File: config.mk
export PLATFORM = sky130hd
export DESIGN_NAME = flag_unit_flat
export DESIGN_NICKNAME = d
export VERILOG_FILES = /design/src/rtl/flag_unit_if.sv /design/src/rtl/flag_unit.sv /design/src/flat_wrapper.sv
export SDC_FILE = /design/constraint.sdc
export NUM_CORES = 1
export LEC_CHECK = 0
export BUFFER_PORTS_ARGS = -buffer_cell sky130_fd_sc_hd__buf_4
export CORE_MARGIN = 4
export CORE_UTILIZATION = 53
export CTS_CLUSTER_DIAMETER = 150
export CTS_CLUSTER_SIZE = 14
export DETAILED_ROUTE_END_ITERATION = 6
export PLACE_DENSITY = 0.79
export SYNTH_ARGS = -nofsm -noshare
export SYNTH_HDL_FRONTEND = slang
export SYNTH_SLANG_ARGS = --single-unit
File: constraint.sdc
create_clock -name clk -period 2 [get_ports clk]
set_input_delay 0.2 -clock clk [delete_from_list [all_inputs] [get_ports clk]]
set_output_delay 0.2 -clock clk [all_outputs]
set_load 0.005 [all_outputs]
File: src/rtl/flag_unit_if.sv
// Handshake/bus bundle between the ALU/control side and flag_unit.
// master drives ALU flags and stack commands; slave returns flags and status.
interface flag_unit_if;
  logic       zero;
  logic       carry;
  logic       overflow;
  logic       sign;
  logic       we_flags;
  logic       push;
  logic       pop;
  logic [2:0] cond_sel;
  logic       clr_err;
  logic [3:0] flags;
  logic       cond_true;
  logic       full;
  logic       empty;
  logic       err;

  modport master (
    output zero, carry, overflow, sign,
    output we_flags, push, pop, cond_sel, clr_err,
    input  flags, cond_true, full, empty, err
  );

  modport slave (
    input  zero, carry, overflow, sign,
    input  we_flags, push, pop, cond_sel, clr_err,
    output flags, cond_true, full, empty, err
  );
endinterface

File: src/rtl/flag_unit.sv
// Flag register, branch-condition decode and interrupt flag LIFO.
// Ports: clk, reset (async active-low), bus (flag_unit_if.slave).
// FLAG_STICKY_OV_EN: when defined, O accumulates across we_flags loads.
module flag_unit #(
  parameter int DEPTH = 4,
  parameter int PTR_W = 2
) (
  input  logic        clk,
  input  logic        reset,
  flag_unit_if.slave  bus
);

  localparam logic [PTR_W:0] FULL_CNT = (PTR_W+1)'(DEPTH);

  logic [3:0]     flags_q;
  logic [3:0]     flags_d;
  logic [PTR_W:0] count_q;
  logic [PTR_W:0] count_d;
  logic           err_q;
  logic           err_d;
  logic [3:0]     stack [DEPTH];

  logic           full_s;
  logic           empty_s;
  logic           both;
  logic           do_push;
  logic           do_pop;
  logic           err_set;
  logic           ov_next;
  logic [PTR_W-1:0] wr_idx;
  logic [PTR_W-1:0] rd_idx;

  assign full_s  = (count_q == FULL_CNT);
  assign empty_s = (count_q == '0);

  // Simultaneous push and pop is treated as misuse and ignored.
  assign both    = bus.push & bus.pop;
  assign do_push = bus.push & ~bus.pop & ~full_s;
  assign do_pop  = bus.pop & ~bus.push & ~empty_s;
  assign err_set = both
                 | (bus.push & ~bus.pop & full_s)
                 | (bus.pop & ~bus.push & empty_s);

  assign wr_idx = PTR_W'(count_q);
  assign rd_idx = PTR_W'(count_q - 1'b1);

`ifdef FLAG_STICKY_OV_EN
  assign ov_next = bus.clr_err ? bus.overflow
                               : (flags_q[2] | bus.overflow);
`else
  assign ov_next = bus.overflow;
`endif

  always_comb begin
    flags_d = flags_q;
    if (do_pop)
      flags_d = stack[rd_idx];
    else if (bus.we_flags)
      flags_d = {bus.sign, ov_next, bus.carry, bus.zero};
  end

  always_comb begin
    count_d = count_q;
    if (do_push)
      count_d = count_q + 1'b1;
    else if (do_pop)
      count_d = count_q - 1'b1;
  end

  // A fresh error beats a clear in the same cycle.
  always_comb begin
    err_d = err_q;
    if (err_set)
      err_d = 1'b1;
    else if (bus.clr_err)
      err_d = 1'b0;
  end

  always_ff @(posedge clk or negedge reset) begin
    if (!reset) begin
      flags_q <= 4'b0000;
      count_q <= '0;
      err_q   <= 1'b0;
    end else begin
      flags_q <= flags_d;
      count_q <= count_d;
      err_q   <= err_d;
    end
  end

  // Stack storage needs no reset; count alone defines validity.
  always_ff @(posedge clk) begin
    if (do_push)
      stack[wr_idx] <= flags_q;
  end

  always_comb begin
    bus.cond_true = 1'b0;
    unique case (bus.cond_sel)
      3'b000: bus.cond_true = 1'b1;
      3'b001: bus.cond_true = flags_q[0];
      3'b010: bus.cond_true = ~flags_q[0];
      3'b011: bus.cond_true = flags_q[1];
      3'b100: bus.cond_true = ~flags_q[1];
      3'b101: bus.cond_true = flags_q[2];
      3'b110: bus.cond_true = flags_q[3];
      3'b111: bus.cond_true = flags_q[3] ^ flags_q[2];
      default: bus.cond_true = 1'b0;
    endcase
  end

  assign bus.flags = flags_q;
  assign bus.full  = full_s;
  assign bus.empty = empty_s;
  assign bus.err   = err_q;

endmodule

File: src/flat_wrapper.sv
// flat-port wrapper written by rule: the top's interface ports become plain ports
module flag_unit_flat 
#(
  parameter int DEPTH = 4,
  parameter int PTR_W = 2
)
  (clk, reset, bus_zero, bus_carry, bus_overflow, bus_sign, bus_we_flags, bus_push, bus_pop, bus_cond_sel, bus_clr_err, bus_flags, bus_cond_true, bus_full, bus_empty, bus_err);
  flag_unit_if bus_i ();
  input  logic clk;
  input  logic reset;
  input wire logic [$bits(bus_i.zero)-1:0] bus_zero;
  input wire logic [$bits(bus_i.carry)-1:0] bus_carry;
  input wire logic [$bits(bus_i.overflow)-1:0] bus_overflow;
  input wire logic [$bits(bus_i.sign)-1:0] bus_sign;
  input wire logic [$bits(bus_i.we_flags)-1:0] bus_we_flags;
  input wire logic [$bits(bus_i.push)-1:0] bus_push;
  input wire logic [$bits(bus_i.pop)-1:0] bus_pop;
  input wire logic [$bits(bus_i.cond_sel)-1:0] bus_cond_sel;
  input wire logic [$bits(bus_i.clr_err)-1:0] bus_clr_err;
  output wire logic [$bits(bus_i.flags)-1:0] bus_flags;
  output wire logic [$bits(bus_i.cond_true)-1:0] bus_cond_true;
  output wire logic [$bits(bus_i.full)-1:0] bus_full;
  output wire logic [$bits(bus_i.empty)-1:0] bus_empty;
  output wire logic [$bits(bus_i.err)-1:0] bus_err;
  assign bus_i.zero = bus_zero;
  assign bus_i.carry = bus_carry;
  assign bus_i.overflow = bus_overflow;
  assign bus_i.sign = bus_sign;
  assign bus_i.we_flags = bus_we_flags;
  assign bus_i.push = bus_push;
  assign bus_i.pop = bus_pop;
  assign bus_i.cond_sel = bus_cond_sel;
  assign bus_i.clr_err = bus_clr_err;
  assign bus_flags = bus_i.flags;
  assign bus_cond_true = bus_i.cond_true;
  assign bus_full = bus_i.full;
  assign bus_empty = bus_i.empty;
  assign bus_err = bus_i.err;
  flag_unit #(.DEPTH(DEPTH), .PTR_W(PTR_W)) u_core (.clk(clk), .reset(reset), .bus(bus_i));
endmodule
======== After elaboration in Yosys (flattened, before gate mapping) ========
Memories as Yosys holds them, arrays and structs flattened.
Cells that the tools add are included.
cells by class
  bitwise gates (word level) .............. 16
  order comparisons ....................... 0
  reduce and logical (&&, ||, !) cells .... 5
  divide/modulo/power cells ............... 0
  $add $sub $neg .......................... 2
  multiply operators ...................... 0
  shift-type cells ........................ 0
  eq/ne operators ......................... 8
  mux-type cells .......................... 9
operators by type and width
  kind                   number
  $eq A3 B3 Y1 const B   5
  $mux W4                2
  $pmux W1 S8            1
  $and A1 B1 Y1          7
  $eq A3 B2 Y1 const B   2
  $logic_not A3 Y1       2
  $mux W3                2
  $not A1 Y1             6
  $reduce_bool A2 Y1     3
  $mux W1                4
  $add A3 B1 Y3 const B  1
  $eq A3 B1 Y1 const B   1
  $sub A3 B1 Y3 const B  1
  $or A1 B1 Y1           2
  $xor A1 B1 Y1          1
storage, ports and cells
  memory bits (read-only) ................. 0
  memories ................................ 1
  memory bits (writable) .................. 16
  output and inout bits ................... 8
  logic and storage cells ................. 44
  input bits .............................. 13
  bits in latches ......................... 0
  register bits ........................... 8
memories
  memory        words  width  rd ports  clocked after memory_dff  write ports  RTL line         text
  u_core.stack  4      4      1         0                         1            flag_unit.sv:21  logic [3:0] stack [DEPTH];

======== Depth between registers and ports, before layout ========
Gate-level depths: netlist of the first run.
  depth in word-level cells ............... 6
  mapped depth ............................ 8
  depth with buffers taken out ............ 6

======== Worst setup path after synthesis of the first run ========
Ideal clock, no wire load.
  kind .................................... flip-flop to flip-flop
  start point ............................. register u_core.count_q[0]
  end point ............................... memory u_core.stack[1][0], enable pin
  setup time .............................. 309 ps
  clock period less this slack ............ 1,806 ps
  data arrival time ....................... 1,497 ps
  slack ................................... 194 ps
  cell stages (with the launch flop) ...... 7
  path buffers ............................ 1
  data required time ...................... 1,691 ps
  path through ............................ dfrtp_1 > buf_2 > inv_1 > ha_1 > and2_2 > nor3_4 > and2_1
between the ends
  word-level cells in the longest chain between the ends .. 5
RTL lines
  element                        RTL line            text
  from (decl)                    flag_unit.sv:17     logic [PTR_W:0] count_q;
  from (signal assigned)         flag_unit.sv:86     count_q <= count_d;
  $eq A3 B3 Y1                   flag_unit.sv:33     assign full_s = (count_q == FULL_CNT);
  via bus_full                   flat_wrapper.sv:22  output wire logic [$bits(bus_i.full)-1:0] bus_full;
  $not A1 Y1                     flag_unit.sv:38     assign do_push = bus.push & ~bus.pop & ~full_s;
  $and A1 B1 Y1                  flag_unit.sv:38
  $mux W1                        flag_unit.sv:93     if (do_push)
  $mux W1 (not written as such)  flag_unit.sv:94     stack[wr_idx] <= flags_q;
  to (decl)                      flag_unit.sv:21
The timed path passes the listed nets, and every way through them passes these cells.

======== Worst setup path in the final report of the first run ========
  start point ............................. register u_core.count_q[1]
  end point ............................... memory u_core.stack[2][2], enable pin
between the ends
  word-level cells in the longest chain between the ends .. 5
RTL lines
  element                        RTL line
  $eq A3 B3 Y1                   flag_unit.sv:33
  $not A1 Y1                     flag_unit.sv:38
  $and A1 B1 Y1                  flag_unit.sv:38
  $mux W1                        flag_unit.sv:93
  $mux W1 (not written as such)  flag_unit.sv:94
Parallel ways exist; a longest one is shown, timed or not.

==> impl_metrics.csv, run 1 <==
group,metric,value,unit
clock_tree,cts_tree,"done",
critical_path,cp.required,2010,ps
clock_tree,post_cts_buffers,0,
critical_path,worstPathMaxFanout,8,
run_status,outcome,"finished clean",
final_layout,utilization,67.4,%
power,p_leak,0.548,nW
clock_tree,htree_levels,1,
die,core,2000,µm²
sta,rsz0062_at_grt,"no",
yosys,async_flop_share,33.3,%
sta,slew_violations,0,
critical_path,path_cells,"inv_1, ha_1, and2_2, nor3_4, and2_1",
power,power.share.switching,33.1,%
yosys,yosysTopAreaCell,"edfxtp_1",
yosys,synth_edf_count,16,
routing,drt-initial-drc-count,10,
yosys,syn_inst,82,
die,die_x,54.5,µm
yosys,avgSynthCellArea,14.0,µm²
routing,post_drt_wl_per_cell,15.0,µm
grt,grt_usage,15.5,%
placed_design,dp_hpwl,1550,µm
routing,drt_drc_violations_left,0,
sta,slew_headroom,78.4,%
critical_path,end_kind,"register",
final_layout,diodes,0,
yosys,synth-seq-cells,24,
placed_design,placed_area,1310,µm²
final_layout,fin_nets,123,
sta,hold_viol,0,
critical_path,r2r_end,"u_core.stack[2][2]",
clock_tree,numCtsBuffers,3,
sta,fin_crit_sh,87.9,%
die,num_io_pins,21,
run,cap_violations,0,
min_path,hold_path.class,"input pin to register",
yosys,yosys.area.top_type_share,42.0,%
sta,fmax,569,MHz
power,internal_power,0.00111,W
sta,period_minus_slack,1760,ps
routing,first_pass_iters,4,
power,p_seq_share,47.5,%
clock_tree,cts_root_buf,"clkbuf_4",
yosys,yosysWarnings,0,
critical_path,worstRegToRegCells,5,
critical_path,rr_startpoint,"u_core.count_q[1]",
routing,wl,1970,µm
clock_tree,cts_resized,0,
grt,grt_max_degree,14,
critical_path,worst-path-stages,5,
critical_path,start_kind,"register",
die,die_area,2970,µm²
power,p_per_area,1230,nW/µm²
routing,viasPerCell,5.34,
min_path,hold_depth,3,
grt,grt_pass1_vias,684,
min_path,min_to,"u_core.bus.err",
die,die_h,54.5,µm
clock_tree,clk_pin_slew,120,ps
yosys,synth.distinct_cells,28,
grt,overflow,0,
clock_tree,hold_buffers,1,
yosys,ys_seq_area_share,59.5,%
power,clockPowerShare,12.7,%
grt,grt_pass1_wl,3110,µm
die,initial_core_util,57.2,%
routing,vias,699,
placed_design,gp_congestion,0.744,
critical_path,worst-r2r-setup-slack,240,ps
yosys,syn_area,1140,µm²
yosys,ys.flop_type,"edfxtp_1",
grt,grt_antenna_before_repair,0,
routing,drt.antenna.violating_nets,0,
placed_design,port_buffers,20,
clock_tree,clk_latency,310,ps
sta,worst_pin_slew,324,ps
power,p_switching,0.000550,W
sta,clock_skew,1.35,ps
critical_path,worst-path-buf-inv,1,
sta,tns,0,ps
yosys,synthTopCellsByArea,"edfxtp_1, dfrtp_1, mux4_2",
critical_path,crit_family,"simple AND/OR/NAND/NOR gates",
min_path,hp-start,"bus_pop",
critical_path,criticalPathCategory,"register to register",
final_layout,final_area,1350,µm²
final_layout,syn2layout_area_growth,17.8,%
die,placementRows,16,
critical_path,critPathMaxStageDelay,390,ps
clock_tree,clock_path_buffers,2,
power,power,0.00166,W
yosys,synth_nets,100,
power,irDropWorstVdd,0.821,mV
sta,setup_viol_count_final,0,
final_layout,drive_gt1_share,31.7,%
clock_tree,numClockSinks,24,
critical_path,cp.arrival,1770,ps
critical_path,cp_slowest_cell,"dfrtp_1",
power,pwr-share-comb,39.8,%
==> cells by family (layout without fill, tap and decap cells) <==
family / after synthesis / in the layout / share of synthesized area [%]
AO/OA/AOI/OAI: 12 / 12 / 6.99
XOR/XNOR: 3 / 3 / 2.30
adder cells (fa/ha/maj): 5 / 5 / 5.46
buffers and inverters: 8 / 30 / 3.39
flip-flops: 24 / 24 / 59.5
multiplexers: 8 / 8 / 11.4
AND/OR/NAND/NOR: 22 / 22 / 11.0
==> cells in the mapped netlist, drive strengths merged (3+ instances only) <==
cell    number
dfrtp        8
inv          4
and2         5
edfxtp      16
nor2         8
nand2        4
mux4         4
ha           5
buf          3
a21oi        6
mux2i        4
==> sequential cells by signal, indices dropped and copies added, names as in the netlist <==
name,count
u_core.bus.err,1
u_core.bus.flags,4
u_core.count_q,3
u_core.stack,16
==> power by group through the flow <==
stage,logic [W],clock network (W),registers (W)
finish,0.000662,0.000210,0.000789
global route,0.000752,0.000236,0.000810
global placement,0.000663,0,0.000797
detailed placement,0.000673,0,0.000803
CTS,0.000677,0.000217,0.000791
floorplan,0.000459,0,0.000772
==> layer usage <==
metal,wire length (µm),vias up,global-route usage (%)
met2,1060,11,26.9
met5,0,-,0
met1,814,345,18.7
li1,-,339,-
met3,72,4,2.45
met4,28,0,7.47
==> how the worst max path moves through the flow <==
stage | start | to
2_1_floorplan | u_core.count_q[0] | u_core.stack[1][0]
5_1_grt | u_core.count_q[1] | u_core.stack[2][1]
3_5_place_dp | u_core.count_q[1] | u_core.stack[2][0]
4_1_cts | u_core.count_q[1] | u_core.stack[2][0]
3_3_place_gp | u_core.count_q[1] | u_core.stack[2][0]
6_report | u_core.count_q[1] | u_core.stack[2][2]
==> tightest hold or removal path, cell delays in order <==
cell and delay, ps:
buf_4 110, a21oi_1 60, o21ai_0 70
==> stage by stage <==
stage / instances / hold WS [ps] / setup WS (ps)
finish: 131 / 162 / 242
floorplan: 82 / -95.6 / 194
global route: 131 / 198 / 115
global placement: 126 / 26.7 / 309
CTS: 131 / 161 / 228
detailed placement: 126 / 29.3 / 233
==> final cells by class <==
type                       count  area [µm²]
inverter                       4        15.0
clock buffer                   3        22.5
clock inverter                 1        3.75
multi-input combinational     50         425
sequential                    24         681
tap                           27        33.8
timing repair buffer          22         168
fill                         157         653
==> cells in the final DEF, fill, tap and decap left out <==
master	count
nor3_4	1
o21ai_0	1
clkbuf_4	3
ha_1	5
xor2_1	1
nor2_1	8
o221ai_2	1
nor3b_1	1
a21oi_1	6
a31oi_1	1
clkinv_1	1
and2_1	3
a21o_1	1
edfxtp_1	16
mux4_2	4
buf_4	21
dlygate4sd3_1	1
mux2i_1	4
and2_2	2
o221ai_1	1
nor2b_1	1
a22oi_1	1
xnor2_1	2
nor2b_2	1
dfrtp_1	8
or3b_1	1
inv_1	4
nand2_1	4
No activity file was read; power rests on OpenSTA's default activity.
==> run 2, diff against run 1 <==
--- a/config.mk
+++ b/config.mk
@@ -12,6 +12,7 @@
 export CTS_CLUSTER_SIZE = 14
 export DETAILED_ROUTE_END_ITERATION = 6
 export PLACE_DENSITY = 0.79
+export RECOVER_POWER = 50
 export SYNTH_ARGS = -nofsm -noshare
 export SYNTH_HDL_FRONTEND = slang
 export SYNTH_SLANG_ARGS = --single-unit
==> run 2 against run 1 <==
Effect of this change:
- die area is the same
- cell count unchanged
- non-clock buffer count unchanged
- flip-flop and latch count unchanged
- hold slack is the same
- highest routed layer unchanged
==> impl_metrics.csv, run 2 (synthesis results as in run 1) <==
group,metric,value,unit
sta,fin_crit_sh,87.9,%
routing,viasPerCell,5.34,
sta,fin_worst_hold_slack,162,ps
final_layout,final_cell_mix,"buf_4, edfxtp_1, nor2_1, dfrtp_1, clkbuf_4",
critical_path,end_kind,"register",
critical_path,cp.arrival,1770,ps
routing,drt-initial-drc-count,10,
die,die_h,54.5,µm
grt,grt_usage,15.5,%
clock_tree,post_cts_buffers,0,
die,core,2000,µm²
sta,fmax,569,MHz
final_layout,utilization,67.2,%
critical_path,crit_family,"simple AND/OR/NAND/NOR gates",
sta,setup_viol_count_final,0,
sta,clock_skew,1.35,ps
critical_path,criticalPathCategory,"register to register",
die,die_area,2970,µm²
clock_tree,clk_latency,310,ps
grt,grt_antenna_before_repair,0,
routing,drt_drc_violations_left,0,
sta,tns,0,ps
die,die_x,54.5,µm
run,cap_violations,0,
routing,drt.antenna.violating_nets,0,
placed_design,dp_hpwl,1550,µm
critical_path,cp.required,2010,ps
power,p_per_area,1230,nW/µm²
sta,rsz0062_at_grt,"no",
clock_tree,htree_levels,1,
run_status,outcome,"finished clean",
routing,vias,700,
placed_design,gp_congestion,0.744,
critical_path,start_kind,"register",
sta,hold_viol,0,
clock_tree,cts_root_buf,"clkbuf_4",
clock_tree,numCtsBuffers,3,
sta,worst_pin_slew,495,ps
power,irDropWorstVdd,0.820,mV
grt,grt_max_degree,14,
clock_tree,clock_path_buffers,2,
sta,period_minus_slack,1760,ps
final_layout,drive_gt1_share,30.8,%
grt,overflow,0,
routing,wl,1960,µm
die,num_io_pins,21,
final_layout,largest-register,"u_core.stack",
critical_path,critPathMaxStageDelay,390,ps
final_layout,largest_reg_flops,16,
critical_path,path_cells,"inv_1, ha_1, and2_2, nor3_4, and2_1",
final_layout,fin_nets,123,
min_path,hold_path.class,"input pin to register",
clock_tree,numClockSinks,24,
clock_tree,clk_pin_slew,120,ps
die,placementRows,16,
final_layout,syn2layout_area_growth,17.5,%
die,initial_core_util,57.2,%
grt,grt_pass1_vias,684,
placed_design,port_buffers,20,
critical_path,worstPathMaxFanout,8,
critical_path,cp_slowest_cell,"dfrtp_1",
sta,slew_headroom,67.0,%
placed_design,preCtsSetupSlack,233,ps
power,p_leak,0.544,nW
grt,grt_pass1_wl,3110,µm
critical_path,worst-path-buf-inv,1,
final_layout,diodes,0,
final_layout,n_fill_cell,159,
sta,slew_violations,0,
routing,post_drt_wl_per_cell,15.0,µm
routing,first_pass_iters,4,
sta,fin_ws,242,ps
clock_tree,cts_tree,"done",
==> run 2: cell types whose count changed in the layout (fill, tap and decap cells not counted), sizes merged <==
| cell | change |
|---|---|
| buf | -5 |
| clkbuf | +5 |
==> run 2: path summary, 6_finish.rpt <==
check / endpoint / slack (ps) / startpoint / depth (start not counted)
hold / removal: u_core.bus.err / 160 / bus_pop / 3
max in group asynchronous: u_core.count_q[0] / 1330 / reset / 2
setup / recovery: u_core.stack[2][2] / 240 / u_core.count_q[1] / 5
min in group asynchronous: u_core.bus.flags[1] / 350 / reset / 2
hold reg to reg: u_core.count_q[2] / 520 / u_core.count_q[2] / 1
setup reg to reg: u_core.stack[2][2] / 240 / u_core.count_q[1] / 5
==> run 2: area by class of cell <==
| type | count | area [µm²] | share of cell area (%) |
|---|---|---|---|
| flip-flops and latches | 24 | 681 | 50.6 |
| multi-input cells | 50 | 425 | 31.6 |
| repair buffers | 22 | 164 | 12.2 |
| well taps | 27 | 33.8 | 2.51 |
| clock buffers | 3 | 22.5 | 1.67 |
| inverters | 4 | 15.0 | 1.12 |
| clock inverters | 1 | 3.75 | 0.279 |
==> run 2: power by group <==
group          switching, W  total [W]  internal [W]
Sequential         0.000105   0.000788      0.000683
Combinational      0.000306   0.000658      0.000351
Clock              0.000137   0.000210     0.0000729
Total              0.000549    0.00166       0.00111
==> run 2: metrics by stage <==
step / std cells / total power [W] / area (µm²)
floorplan: 82 / 0.00123 / 1140
global placement: 126 / 0.00146 / 1310
detailed placement: 126 / 0.00148 / 1310
CTS: 131 / 0.00168 / 1350
global route: 131 / 0.00179 / 1350
finish: 131 / 0.00166 / 1350
==> run 2: what timing repair did <==
| item | 4_1_cts | 5_1_grt |
|---|---|---|
| endpoints found under the hold margin | 8 | 0 |
| hold buffers | 1 | 0 |
| resized for setup | 0 | 0 |
==> run 2: layer usage <==
| layer | vias up | wire, µm | global-route usage (%) |
|---|---|---|---|
| met2 | 11 | 1050 | 26.9 |
| met5 | - | 0 | 0 |
| met1 | 346 | 811 | 18.7 |
| li1 | 339 | - | - |
| met4 | 0 | 28 | 7.47 |
| met3 | 4 | 71 | 2.45 |
==> run 2: worst reg2reg max path: cells and delay by family (launching register included) <==
kind / cells / cell delay (ps)
DFF: 1 / 390
adders and majority gates: 1 / 200
buffers and inverters: 1 / 90
and+or+nand+nor: 3 / 770
==> run 3, diff against run 2 <==
--- a/config.mk
+++ b/config.mk
@@ -12,7 +12,7 @@
 export CTS_CLUSTER_SIZE = 14
 export DETAILED_ROUTE_END_ITERATION = 6
 export PLACE_DENSITY = 0.79
-export RECOVER_POWER = 50
+export RECOVER_POWER = 100
 export SYNTH_ARGS = -nofsm -noshare
 export SYNTH_HDL_FRONTEND = slang
 export SYNTH_SLANG_ARGS = --single-unit
==> run 3 against run 2 <==
Effect of this change:
- non-clock buffer count stayed put
- hold slack better by 0.56 ps
- sequential share of layout area increased by 0.38 points
- clock power is essentially flat
- critical path type unchanged
- routed wire length shrank 0.56%
- combinational power is 3.5% lower
- utilization fell by 0.50 points
- sequential power is essentially flat
==> impl_metrics.csv, run 3 (synthesis results as in run 1) <==
group,metric,value,unit
critical_path,startpoint,"u_core.count_q[1]",
clock_tree,htree_levels,1,
sta,fin_crit_sh,89.5,%
grt,grt_max_degree,14,
routing,drt-initial-drc-count,10,
sta,slew_violations,0,
grt,grt_antenna_before_repair,0,
critical_path,path_common_cell,"and2_0",
clock_tree,cts_root_buf,"clkbuf_4",
run_status,outcome,"finished clean",
die,die_area,2970,µm²
sta,fin_worst_hold_slack,163,ps
critical_path,cp.arrival,1790,ps
routing,first_pass_iters,4,
clock_tree,numCtsBuffers,3,
critical_path,crit_path_end,"u_core.stack[3][2]",
critical_path,worstPathMaxFanout,8,
power,p_leak,0.538,nW
final_layout,final_cell_mix,"edfxtp_1, buf_4, clkbuf_4, nor2_1, dfrtp_1",
min_path,hold_depth,3,
sta,clock_skew,2.23,ps
die,num_io_pins,21,
critical_path,cp_slowest_cell,"dfrtp_1",
grt,grt_usage,15.5,%
grt,overflow,0,
routing,vias,702,
critical_path,end_kind,"register",
sta,worst_pin_slew,495,ps
critical_path,r2r_end,"u_core.stack[3][2]",
grt,grt_pass1_wl,3110,µm
placed_design,port_buffers,20,
power,p_per_area,1220,nW/µm²
sta,period_minus_slack,1790,ps
clock_tree,cts_tree,"done",
routing,post_drt_wl_per_cell,14.9,µm
min_path,hold_path.class,"input pin to register",
die,placementRows,16,
critical_path,cp.required,2000,ps
die,core,2000,µm²
final_layout,final_common_cell,"edfxtp_1",
critical_path,critPathMaxStageDelay,390,ps
critical_path,criticalPathCategory,"register to register",
die,die_h,54.5,µm
die,die_x,54.5,µm
final_layout,diodes,0,
final_layout,fin_nets,123,
critical_path,start_kind,"register",
sta,tns,0,ps
clock_tree,clk_pin_slew,120,ps
sta,hold_viol,0,
final_layout,syn2layout_area_growth,16.6,%
clock_tree,cts_resized,0,
routing,drt_drc_violations_left,0,
clock_tree,post_cts_buffers,0,
sta,rsz0062_at_grt,"no",
routing,wl,1950,µm
critical_path,path_cells,"inv_1, ha_1, and2_0, nor3_4, and2_0",
final_layout,largest-register,"u_core.stack",
routing,drt.antenna.violating_nets,0,
critical_path,rr_startpoint,"u_core.count_q[1]",
sta,slew_headroom,67.0,%
critical_path,worstRegToRegCells,5,
sta,fmax,558,MHz
clock_tree,clock_path_buffers,2,
placed_design,dp_hpwl,1550,µm
grt,grt_pass1_vias,684,
final_layout,drive_gt1_share,27.9,%
routing,viasPerCell,5.36,
placed_design,gp_congestion,0.744,
power,irDropWorstVdd,0.797,mV
clock_tree,numClockSinks,24,
final_layout,largest_reg_flops,16,
clock_tree,clk_latency,310,ps
clock_tree,hold_buffers,1,
sta,setup_viol_count_final,0,
run,cap_violations,0,
critical_path,worst-r2r-setup-slack,210,ps
die,initial_core_util,57.2,%
## run 3: cell types whose count changed in the layout (fill, tap and decap cells not counted), sizes merged
cell / before / now
buf: 16 / 13
clkbuf: 8 / 11
## run 3: cell type report
cell class              instances  area (µm²)
clock inverters                 1        3.75
well taps                      27        33.8
repair buffers                 22         164
fillers                       162         667
inverters                       4        15.0
clock buffers                   3        22.5
flip-flops and latches         24         681
multi-input cells              50         415
## run 3: worst min path at each step
| stage | from | end | slack, ps |
|---|---|---|---|
| 3_3_place_gp | reset | u_core.bus.flags[1] | 30 |
| 5_1_grt | bus_pop | u_core.bus.err | 200 |
| 3_5_place_dp | reset | u_core.bus.flags[1] | 30 |
| 4_1_cts | bus_pop | u_core.bus.err | 160 |
| 2_1_floorplan | reset | u_core.bus.err | -100 |
| 6_report | bus_pop | u_core.bus.err | 160 |
## run 3: critical path: cells and delay by family (launching register included)
kind          cells  cell delay (ps)
simple gates      3              800
fa+ha+maj         1              200
buf+inv           1               90
flops             1              390
## run 3: power by group
| group | switching [W] | internal, W | total (W) | leakage, nW |
|---|---|---|---|---|
| combinational | 0.000299 | 0.000337 | 0.000635 | 0.286 |
| clock | 0.000137 | 0.0000729 | 0.000210 | 0.0154 |
| sequential | 0.000102 | 0.000683 | 0.000785 | 0.236 |
| total | 0.000538 | 0.00109 | 0.00163 | 0.538 |
## run 3: stage by stage
| step | utilization [%] | instances | power [W] | setup slack [ps] | instance area, µm² |
|---|---|---|---|---|---|
| global placement | 65.6 | 126 | 0.00146 | 309 | 1310 |
| detailed placement | 65.6 | 126 | 0.00148 | 233 | 1310 |
| global route | 66.7 | 131 | 0.00177 | 65.2 | 1340 |
| floorplan | - | 82 | 0.00123 | 194 | 1140 |
| CTS | 67.4 | 131 | 0.00168 | 228 | 1350 |
| finish | 66.7 | 131 | 0.00163 | 209 | 1340 |
## run 3: metal layers
| layer | global-route usage (%) | vias up | routed length [µm] |
|---|---|---|---|
| met3 | 2.45 | 4 | 89 |
| met4 | 7.47 | 0 | 28 |
| met5 | 0 | - | 0 |
| met2 | 26.9 | 16 | 1060 |
| li1 | - | 340 | - |
| met1 | 18.7 | 342 | 777 |
